File: src/rtl/dma_pcie_msix_pkg.sv
// Shared types for the MSI-X issue engine: FSM states, completion codes and
// the channel-index width helper.
package dma_pcie_msix_pkg;

    typedef enum logic [1:0] {
        ST_IDLE  = 2'd0,
        ST_ISSUE = 2'd1,
        ST_WAIT  = 2'd2,
        ST_DONE  = 2'd3
    } state_t;

    typedef enum logic [1:0] {
        DONE_SENT    = 2'd0,
        DONE_FAIL    = 2'd1,
        DONE_TIMEOUT = 2'd2
    } done_code_t;

    // A single channel still needs a one-bit index.
    function automatic int ch_w(input int num_ch);
        return (num_ch > 1) ? $clog2(num_ch) : 1;
    endfunction

endpackage

File: src/rtl/dma_pcie_rr_arb.sv
// Combinational round-robin arbiter: the search starts at ptr and wraps modulo
// NUM_CH; the first requester found wins.
module dma_pcie_rr_arb
    import dma_pcie_msix_pkg::*;
#(
    parameter  int NUM_CH = 8,
    localparam int CH_W   = ch_w(NUM_CH)
) (
    input  logic [NUM_CH-1:0] req,
    input  logic [CH_W-1:0]   ptr,
    output logic [NUM_CH-1:0] grant,
    output logic [CH_W-1:0]   idx,
    output logic              any
);

    function automatic logic [CH_W-1:0] wrap(input logic [CH_W-1:0] p, input int off);
        return CH_W'((int'(p) + off) % NUM_CH);
    endfunction

    // NOTE: every signal written here gets a default first so no path leaves it
    // unassigned, which would otherwise infer a latch.
    always_comb begin
        grant = '0;
        idx   = '0;
        any   = 1'b0;
        for (int i = 0; i < NUM_CH; i++) begin
            if (!any && req[wrap(ptr, i)]) begin
                any               = 1'b1;
                idx               = wrap(ptr, i);
                grant[wrap(ptr, i)] = 1'b1;
            end
        end
    end

endmodule

File: src/rtl/dma_pcie_msix_arb.sv
// Multi-channel MSI-X issue engine: round-robin accept, one message in flight,
// retry on core fail, timeout, and a per-request completion strobe.
module dma_pcie_msix_arb
    import dma_pcie_msix_pkg::*;
#(
    parameter  int NUM_CH    = 8,
    parameter  int FUNC_W    = 8,
    parameter  int MAX_RETRY = 3,
    parameter  int TIMEOUT   = 1023,
    localparam int CH_W      = ch_w(NUM_CH)
) (
    input  logic                     user_clk,
    input  logic                     user_reset,
    input  logic [NUM_CH-1:0]        req_vld,
    output logic [NUM_CH-1:0]        req_rdy,
    input  logic [NUM_CH*64-1:0]     req_addr,
    input  logic [NUM_CH*32-1:0]     req_data,
    input  logic [NUM_CH*FUNC_W-1:0] req_func,
    output logic                     done_vld,
    output logic [CH_W-1:0]          done_ch,
    output logic [1:0]               done_code,
    output logic                     busy,
    input  logic                     cfg_interrupt_msix_enable,
    input  logic                     cfg_interrupt_msix_mask,
    output logic                     cfg_interrupt_msix_int,
    output logic [63:0]              cfg_interrupt_msix_address,
    output logic [31:0]              cfg_interrupt_msix_data,
    output logic [FUNC_W-1:0]        cfg_interrupt_msi_function_number,
    input  logic                     cfg_interrupt_msi_sent,
    input  logic                     cfg_interrupt_msi_fail
);

    state_t            state, next_state;
    logic [CH_W-1:0]   rr_ptr, cap_ch, win_idx;
    logic [NUM_CH-1:0] arb_req, win_grant;
    logic              win_any, arb_open;
    logic [3:0]        retry_cnt;
    logic [15:0]       tmo_cnt;
    logic              tmo_hit, can_retry;
    done_code_t        code_d;
    logic              msix_int_d, done_vld_d, busy_d;

    // Grants are only offered from IDLE while the host allows MSI-X.
    assign arb_open = (state == ST_IDLE) && cfg_interrupt_msix_enable && !cfg_interrupt_msix_mask;
    assign arb_req  = arb_open ? req_vld : '0;

    dma_pcie_rr_arb #(.NUM_CH(NUM_CH)) u_arb (
        .req   (arb_req),
        .ptr   (rr_ptr),
        .grant (win_grant),
        .idx   (win_idx),
        .any   (win_any)
    );

    assign req_rdy   = win_grant;
    assign tmo_hit   = (tmo_cnt == 16'(TIMEOUT - 1));
    assign can_retry = (retry_cnt < 4'(MAX_RETRY));

    // NOTE: sequential state is updated with non-blocking assignments so every
    // register samples pre-edge values regardless of block ordering.
    always_ff @(posedge user_clk) begin
        if (user_reset) state <= ST_IDLE;
        else            state <= next_state;
    end

    always_comb begin
        next_state = state;
        unique case (state)
            ST_IDLE:  if (win_any) next_state = ST_ISSUE;
            ST_ISSUE: next_state = ST_WAIT;
            ST_WAIT: begin
                if (cfg_interrupt_msi_fail)
                    next_state = can_retry ? ST_ISSUE : ST_DONE;
                else if (cfg_interrupt_msi_sent || tmo_hit)
                    next_state = ST_DONE;
            end
            ST_DONE:  next_state = ST_IDLE;
            default:  next_state = ST_IDLE;
        endcase
    end

    // Outputs are decoded from the next state and registered, so each appears
    // in the cycle the FSM occupies that state. Fail outranks sent.
    always_comb begin
        msix_int_d = (next_state == ST_ISSUE);
        done_vld_d = (next_state == ST_DONE);
        busy_d     = (next_state != ST_IDLE);
        code_d     = DONE_TIMEOUT;
        if (cfg_interrupt_msi_fail)      code_d = DONE_FAIL;
        else if (cfg_interrupt_msi_sent) code_d = DONE_SENT;
    end

    always_ff @(posedge user_clk) begin
        if (user_reset) begin
            cfg_interrupt_msix_int            <= 1'b0;
            done_vld                          <= 1'b0;
            busy                              <= 1'b0;
            done_ch                           <= '0;
            done_code                         <= '0;
            cfg_interrupt_msix_address        <= '0;
            cfg_interrupt_msix_data           <= '0;
            cfg_interrupt_msi_function_number <= '0;
        end else begin
            cfg_interrupt_msix_int <= msix_int_d;
            done_vld               <= done_vld_d;
            busy                   <= busy_d;
            if (done_vld_d) begin
                done_ch   <= cap_ch;
                done_code <= code_d;
            end
            if (win_any) begin
                cfg_interrupt_msix_address        <= req_addr[64*int'(win_idx) +: 64];
                cfg_interrupt_msix_data           <= req_data[32*int'(win_idx) +: 32];
                cfg_interrupt_msi_function_number <= req_func[FUNC_W*int'(win_idx) +: FUNC_W];
            end
        end
    end

    always_ff @(posedge user_clk) begin
        if (user_reset) begin
            rr_ptr    <= '0;
            cap_ch    <= '0;
            retry_cnt <= '0;
            tmo_cnt   <= '0;
        end else begin
            if (win_any) begin
                cap_ch    <= win_idx;
                retry_cnt <= '0;
                rr_ptr    <= (win_idx == CH_W'(NUM_CH - 1)) ? '0 : win_idx + 1'b1;
            end
            if (state == ST_WAIT && cfg_interrupt_msi_fail && can_retry)
                retry_cnt <= retry_cnt + 1'b1;
            if (state == ST_ISSUE)
                tmo_cnt <= '0;
            else if (state == ST_WAIT)
                tmo_cnt <= tmo_cnt + 1'b1;
        end
    end

endmodule

File: config.mk
export PLATFORM = sky130hd
export DESIGN_NAME = dma_pcie_msix_arb
export DESIGN_NICKNAME = d
export VERILOG_FILES = /design/src/rtl/dma_pcie_msix_pkg.sv /design/src/rtl/dma_pcie_rr_arb.sv /design/src/rtl/dma_pcie_msix_arb.sv
export SDC_FILE = /design/constraint.sdc
export NUM_CORES = 1
export LEC_CHECK = 0
export BUFFER_PORTS_ARGS = -buffer_cell sky130_fd_sc_hd__buf_2
export CAP_MARGIN = 20
export CORE_AREA = 2 2 373 375
export DETAILED_ROUTE_END_ITERATION = 10
export DIE_AREA = 0 0 375 377
export GPL_TIMING_DRIVEN = 0
export HOLD_SLACK_MARGIN = 0.08
export MAX_ROUTING_LAYER = met4
export PLACE_DENSITY = 0.34
export SLEW_MARGIN = 10
export SYNTH_ARGS = -nofsm -noshare
export SYNTH_HDL_FRONTEND = slang
export SYNTH_SLANG_ARGS = --single-unit
File: constraint.sdc
create_clock -name user_clk -period 9.4 [get_ports user_clk]
set_input_delay 0.94 -clock user_clk [delete_from_list [all_inputs] [get_ports user_clk]]
set_output_delay 0.94 -clock user_clk [all_outputs]
set_load 0.03 [all_outputs]
==> results_dict.tcl, run 1 <==
set metrics [dict create \
    hpwl_um 108000 \
    drtPass1Iterations 5 \
    cp_max_fo 10 \
    cp_num_buf_inv 8 \
    cts_buffers 17 \
    slew_headroom 0.251 \
    seq_area_frac_synth 0.203 \
    slew_viol_final 0 \
    cp.arrival_ns 7.30 \
    synth_nets 2383 \
    critical-path-slowest-cell "a211oi_1" \
    port-buffer-count 964 \
    regToRegStartpoint "rr_ptr[0]" \
    async_flop_share 0 \
    die_area_um2 141000 \
    r2r_end "cfg_interrupt_msix_data[30]" \
    synth_compound_area_frac 0.289 \
    synthMuxAreaShare 0.286 \
    leakage_nw 9.49 \
    grt_max_degree 17 \
    core_area_um2 137000 \
    clk_latency_ns 0.53 \
    cts-root-buf "clkbuf_16" \
    final_cell_mix "buf_2 (1005), mux2i_1 (261), and2_1 (148), a211oi_1 (148), dfxtp_1 (140)" \
    skew_ns 0.0195 \
    grt_overflow 0 \
    avgSynthCellArea_um2 9.04 \
    setup_viol_count_final 0 \
    drive_gt1_frac 0.504 \
    vias_per_cell 3.95 \
    slowest_delay_ns 0.82 \
    grt_pass1_wl_um 161000 \
    fin_cells 4354 \
    die_width_um 375 \
    min_to "cap_ch[1]" \
    tightest_slew_ns 1.12 \
    path_delay_family "buffers and inverters" \
    drt-initial-drc-count 892 \
    postCtsHoldBufs 0 \
    cts_buffer_depth 2 \
    gp_congestion 0.837 \
    final_common_cell "buf_2" \
    rsz0062_at_grt "no" \
    maxCapViolations 0 \
    wl_um 126000 \
    r2r_slack_ns 2.44 \
    final_nets 3381 \
    cts_tree "done" \
    cts_setup_buffers 0 \
    synth_edf_count 0 \
    end_kind "flop" \
    yosysWarnings 0 \
    critical_path.cell_chain "buf_4, inv_1, clkbuf_1, ha_1, clkbuf_1, clkinv_1, mux4_2, o221ai_2, and4_1, buf_4, nand4_1, o2bb2ai_1, nor2_2, nand2_1, buf_16, buf_2, a211oi_1, a2111oi_2" \
    start_util 0.101 \
    grt_pass1_vias 17800 \
    syn_area_um2 13800 \
    finalCriticalPeriod_ns 6.96 \
    r2r_cells 18 \
    ys.flop_type "dfxtp_1" \
    die_y_um 377 \
    cts_resized 0 \
    area_growth_pct 57.6 \
    fin_crit_sh 0.741 \
    clock.fmax_mhz 144 \
    critPathLaunchType "flop" \
    hold_viol_final 0 \
    synth_cells 1527 \
    critPathRequiredTime_ns 9.74 \
    htreeDepth 4 \
    via_count 17200 \
    synth-simple-area-share 0.146 \
    antenna_found_initial 66 \
    fin_setup_tns_ns 0 \
    ios 966 \
    status "completed" \
    whs_path_depth 2 \
    dp_cells 4300 \
    synth_top_family_by_area "compound AO/OA/AOI/OAI gates" \
    power-per-cell-area_nw_per_um2 455 \
    ys_types 77 \
    utilization 0.159 \
    hold_start "cap_ch[1]" \
    min_path_type "reg -> reg" \
    ir_drop_v 0.000174 \
    cts.sinks 140 \
    synthXorXnorAreaFrac 0.00816 \
    synthAdderAreaFrac 0.00907 \
    ys_ff_latch 140 \
    ant_nets 0 \
    wire_per_inst_um 29.0 \
    drc 0 \
    path_clk_slew_ns 0.09 \
    grtUsageTotal 0.176 \
    rows 136 \
    crit_type "reg -> reg" \
]
==> synthesized netlist by cell type, drive strengths merged (9+ instances only) <==
library cell | number | area (um2)
mux2i | 261 | 2610
a211oi | 152 | 1140
and2 | 148 | 926
dfxtp | 140 | 2800
clkbuf | 88 | 330
mux2 | 86 | 968
nor2 | 83 | 335
a2111oi | 75 | 1110
o21bai | 72 | 541
nand2 | 70 | 263
buf | 65 | 432
o22ai | 55 | 344
a21oi | 29 | 149
o221ai | 27 | 243
mux4 | 16 | 360
and3 | 15 | 93.8
nand3 | 13 | 65.1
nor3 | 11 | 55.1
ha | 10 | 125
inv | 10 | 40.0
xor2 | 10 | 95.1
o21ai | 9 | 48.8
==> state kept, by name (all words and copies together) (netlist names) <==
name and flops:
busy 1, cap_ch 3, cfg_interrupt_msi_function_number 8, cfg_interrupt_msix_address 64
cfg_interrupt_msix_data 32, cfg_interrupt_msix_int 1, done_ch 3, done_code 2
done_vld 1, retry_cnt 4, rr_ptr 3, state 2
tmo_cnt 16
==> power by group <==
part / switching (mW) / internal, mW / total (mW)
Clock: 0.369 / 0.376 / 0.745
Combinational: 5.59 / 2.65 / 8.25
Sequential: 0.108 / 0.793 / 0.900
Total: 6.07 / 3.82 / 9.89
==> through the flow <==
stage / hold slack [ns] / cell area, um2 / setup slack [ns] / power, mW
finish: 0.466 / 21700 / 2.44 / 9.89
global route: 0.496 / 21700 / 2.03 / 10.5
CTS: 0.462 / 21700 / 2.35 / 10.2
detailed placement: 0.452 / 21100 / 2.42 / 9.41
global placement: 0.450 / 20900 / 1.62 / 9.27
floorplan: 0.436 / 13800 / 4.53 / 5.56
==> cell type report <==
cell class                 instances  area (um2)
buffer                           153         769
tap                             1794        2240
clock buffer                      19         443
inverter                          11        43.8
fill                           15800      115000
clock inverter                    13         129
timing repair buffer             979        5030
antenna                           22        55.1
multi-input combinational       1223       10200
sequential                       140        2800
==> worst max path at each step <==
stage	from	slack, ns	depth (start not counted)	to
CTS	rr_ptr[0]	2.35	18	cfg_interrupt_msix_data[26]
global placement	rr_ptr[0]	1.62	17	cfg_interrupt_msix_data[2]
floorplan	rr_ptr[0]	4.53	14	req_rdy[7]
detailed placement	rr_ptr[0]	2.42	18	cfg_interrupt_msix_data[17]
finish	rr_ptr[0]	2.44	18	cfg_interrupt_msix_data[30]
global route	rr_ptr[0]	2.03	18	cfg_interrupt_msix_data[27]
==> kinds of logic (layout without fill, tap and decap cells) <==
| group | after synthesis | count (layout) |
|---|---|---|
| compound gates | 462 | 462 |
| simple gates | 376 | 376 |
| mux | 363 | 363 |
| buf+inv | 164 | 1175 |
| flops | 140 | 140 |
| xor+xnor | 12 | 12 |
| fa+ha+maj | 10 | 10 |
| other cells | 0 | 22 |
==> worst min-delay path: stages, from the launching register on <==
cell,delay [ns]
dfxtp_1,0.32
nand2_1,0.05
a21oi_1,0.05
==> routing by layer <==
layer / track usage / vias to the layer above / share of wire
met4: 0.0528 / 0 / 0.026
li1: - / 7963 / -
met2: 0.313 / 834 / 0.52
met3: 0.0394 / 132 / 0.066
met5: - / - / 0
met1: 0.196 / 8277 / 0.39
No activity file was read; power rests on OpenSTA's default activity.
==> run 2: changes to the inputs <==
- PLACE_DENSITY: 0.34 -> 0.35
- clock period: 9.4 -> 5.6 ns (I/O delays scaled with it)
==> results_dict.tcl, run 2 (synthesis gave the netlist of run 1 again) <==
set metrics [dict create \
    status "completed" \
    drive_gt1_frac 0.529 \
    cts_buffer_depth 2 \
    maxCapViolations 0 \
    min_path_type "in -> reg" \
    die_area_um2 141000 \
    final_cell_mix "buf_2 (988), mux2i_1 (260), and2_1 (148)" \
    rows 136 \
    num-fill-cells 15800 \
    antenna_found_initial 54 \
    hold_start "cfg_interrupt_msi_fail" \
    ios 966 \
    finalPower_mw 17.2 \
    final_nets 3392 \
    cp.arrival_ns 5.72 \
    grt_max_degree 17 \
    postCtsHoldBufs 0 \
    drtPass1Iterations 5 \
    ant_nets 0 \
    startpoint "rr_ptr[0]" \
    critPathLaunchType "flop" \
    area_growth_pct 61.2 \
    max_flop_register "cfg_interrupt_msix_address" \
    finalCriticalPeriod_ns 5.36 \
    r2r_slack_ns 0.24 \
    cts.sinks 140 \
    fin_crit_sh 0.957 \
    ir_drop_v 0.000256 \
    grt_pass1_wl_um 161000 \
    wire_per_inst_um 28.9 \
    cp_max_fo 10 \
    largest_register_ff_count 64 \
    final_common_cell "buf_2" \
    r2r_cells 15 \
    largestRegisters "cfg_interrupt_msix_address: 64 flops, cfg_interrupt_msix_data: 32 flops, tmo_cnt: 16 flops" \
    setup_viol_count_final 0 \
    slew_headroom 0.261 \
    wl_um 126000 \
    clk_latency_ns 0.54 \
    whs_path_depth 3 \
    die_width_um 375 \
    utilization 0.162 \
    cts_tree "done" \
    crit_type "reg -> reg" \
    cts_buffers 17 \
    die_y_um 377 \
    tightest_slew_ns 1.11 \
    min_to "done_code[0]" \
    slew_viol_final 0 \
    clock.fmax_mhz 187 \
    hpwl_um 107000 \
    port-buffer-count 964 \
    grt_overflow 0 \
    leakage_nw 9.72 \
    grtUsageTotal 0.177 \
    power-per-cell-area_nw_per_um2 775 \
    end_kind "flop" \
    gp_congestion 0.884 \
    via_count 17100 \
    r2r_end "cfg_interrupt_msix_data[27]" \
    grt_pass1_vias 17800 \
    critPathRequiredTime_ns 5.96 \
    start_util 0.101 \
    cts-root-buf "clkbuf_16" \
    regToRegStartpoint "rr_ptr[0]" \
    fin_setup_tns_ns 0 \
    vias_per_cell 3.92 \
    worst_slack_ns 0.239 \
    core_area_um2 137000 \
    post-place-ws_ns -1.51 \
    htreeDepth 4 \
    hold_viol_final 0 \
    drt-initial-drc-count 929 \
    drc 0 \
    path_clk_slew_ns 0.10 \
    skew_ns 0.0260 \
]
## run 2: through the flow
step / cell area [um2] / cells / hold WS (ns)
2_1_floorplan: 13800 / 1527 / 0.436
3_3_place_gp: 20900 / 4285 / 0.443
3_5_place_dp: 21200 / 4305 / 0.446
4_1_cts: 22100 / 4339 / 0.323
5_1_grt: 22200 / 4363 / 0.351
6_report: 22200 / 4369 / 0.377
## run 2: critical path, stage by stage (launching register included)
cell and delay [ns]:
dfxtp_1 0.38, buf_4 0.19, inv_1 0.18, clkbuf_2 0.30, ha_4 0.39, buf_4 0.26, mux4_2 0.38, o2bb2ai_1 0.17
o221ai_2 0.26, nand3_1 0.28, o41a_4 0.62, nor2_8 0.28, nand2_8 0.22, buf_2 0.31, a211oi_1 0.81, a2111oi_2 0.09
## run 2: repair_timing
| item | CTS | global route |
|---|---|---|
| hold endpoints to repair | 0 | 0 |
| endpoints found under the setup margin | 117 | 100 |
| resized for setup | 76 | 38 |
| setup buffers | 4 | 3 |
| cloned | 0 | 0 |
| pin swaps | 5 | 3 |
## run 2: report_power, final
part	switching, mW	leakage [nW]	total [mW]	internal [mW]
combinational	9.61	8.28	14.5	4.85
sequential	0.175	1.15	1.51	1.33
clock	0.639	0.282	1.27	0.633
## run 2: metal layers
layer  track usage  share of wire  vias to the layer above
met2         0.317           0.52                      766
met3        0.0403          0.064                      101
met4        0.0412          0.021                        0
li1              -              -                     7973
met1         0.197           0.39                     8306
met5             -              0                        -
## run 2: cell type report
type                       count  area, um2  share of cell area
clock inverter                13        135             0.00608
buffer                       152        900              0.0404
timing repair buffer         991       5170               0.232
antenna                       27       67.6             0.00304
sequential                   140       2800               0.126
multi-input combinational   1223      10400               0.469
inverter                      11       45.0             0.00203
clock buffer                  18        439              0.0197
tap                         1794       2240               0.101
## run 2: worst max-delay path by stage
| stage | end | cells past startpoint | slack (ns) |
|---|---|---|---|
| global placement | cfg_interrupt_msix_address[22] | 17 | -3.50 |
| finish | cfg_interrupt_msix_data[27] | 15 | 0.24 |
| CTS | cfg_interrupt_msix_data[1] | 21 | 0.005 |
| floorplan | req_rdy[7] | 14 | 1.11 |
| global route | cfg_interrupt_msix_address[53] | 18 | -0.008 |
| detailed placement | cfg_interrupt_msix_data[5] | 17 | -1.51 |
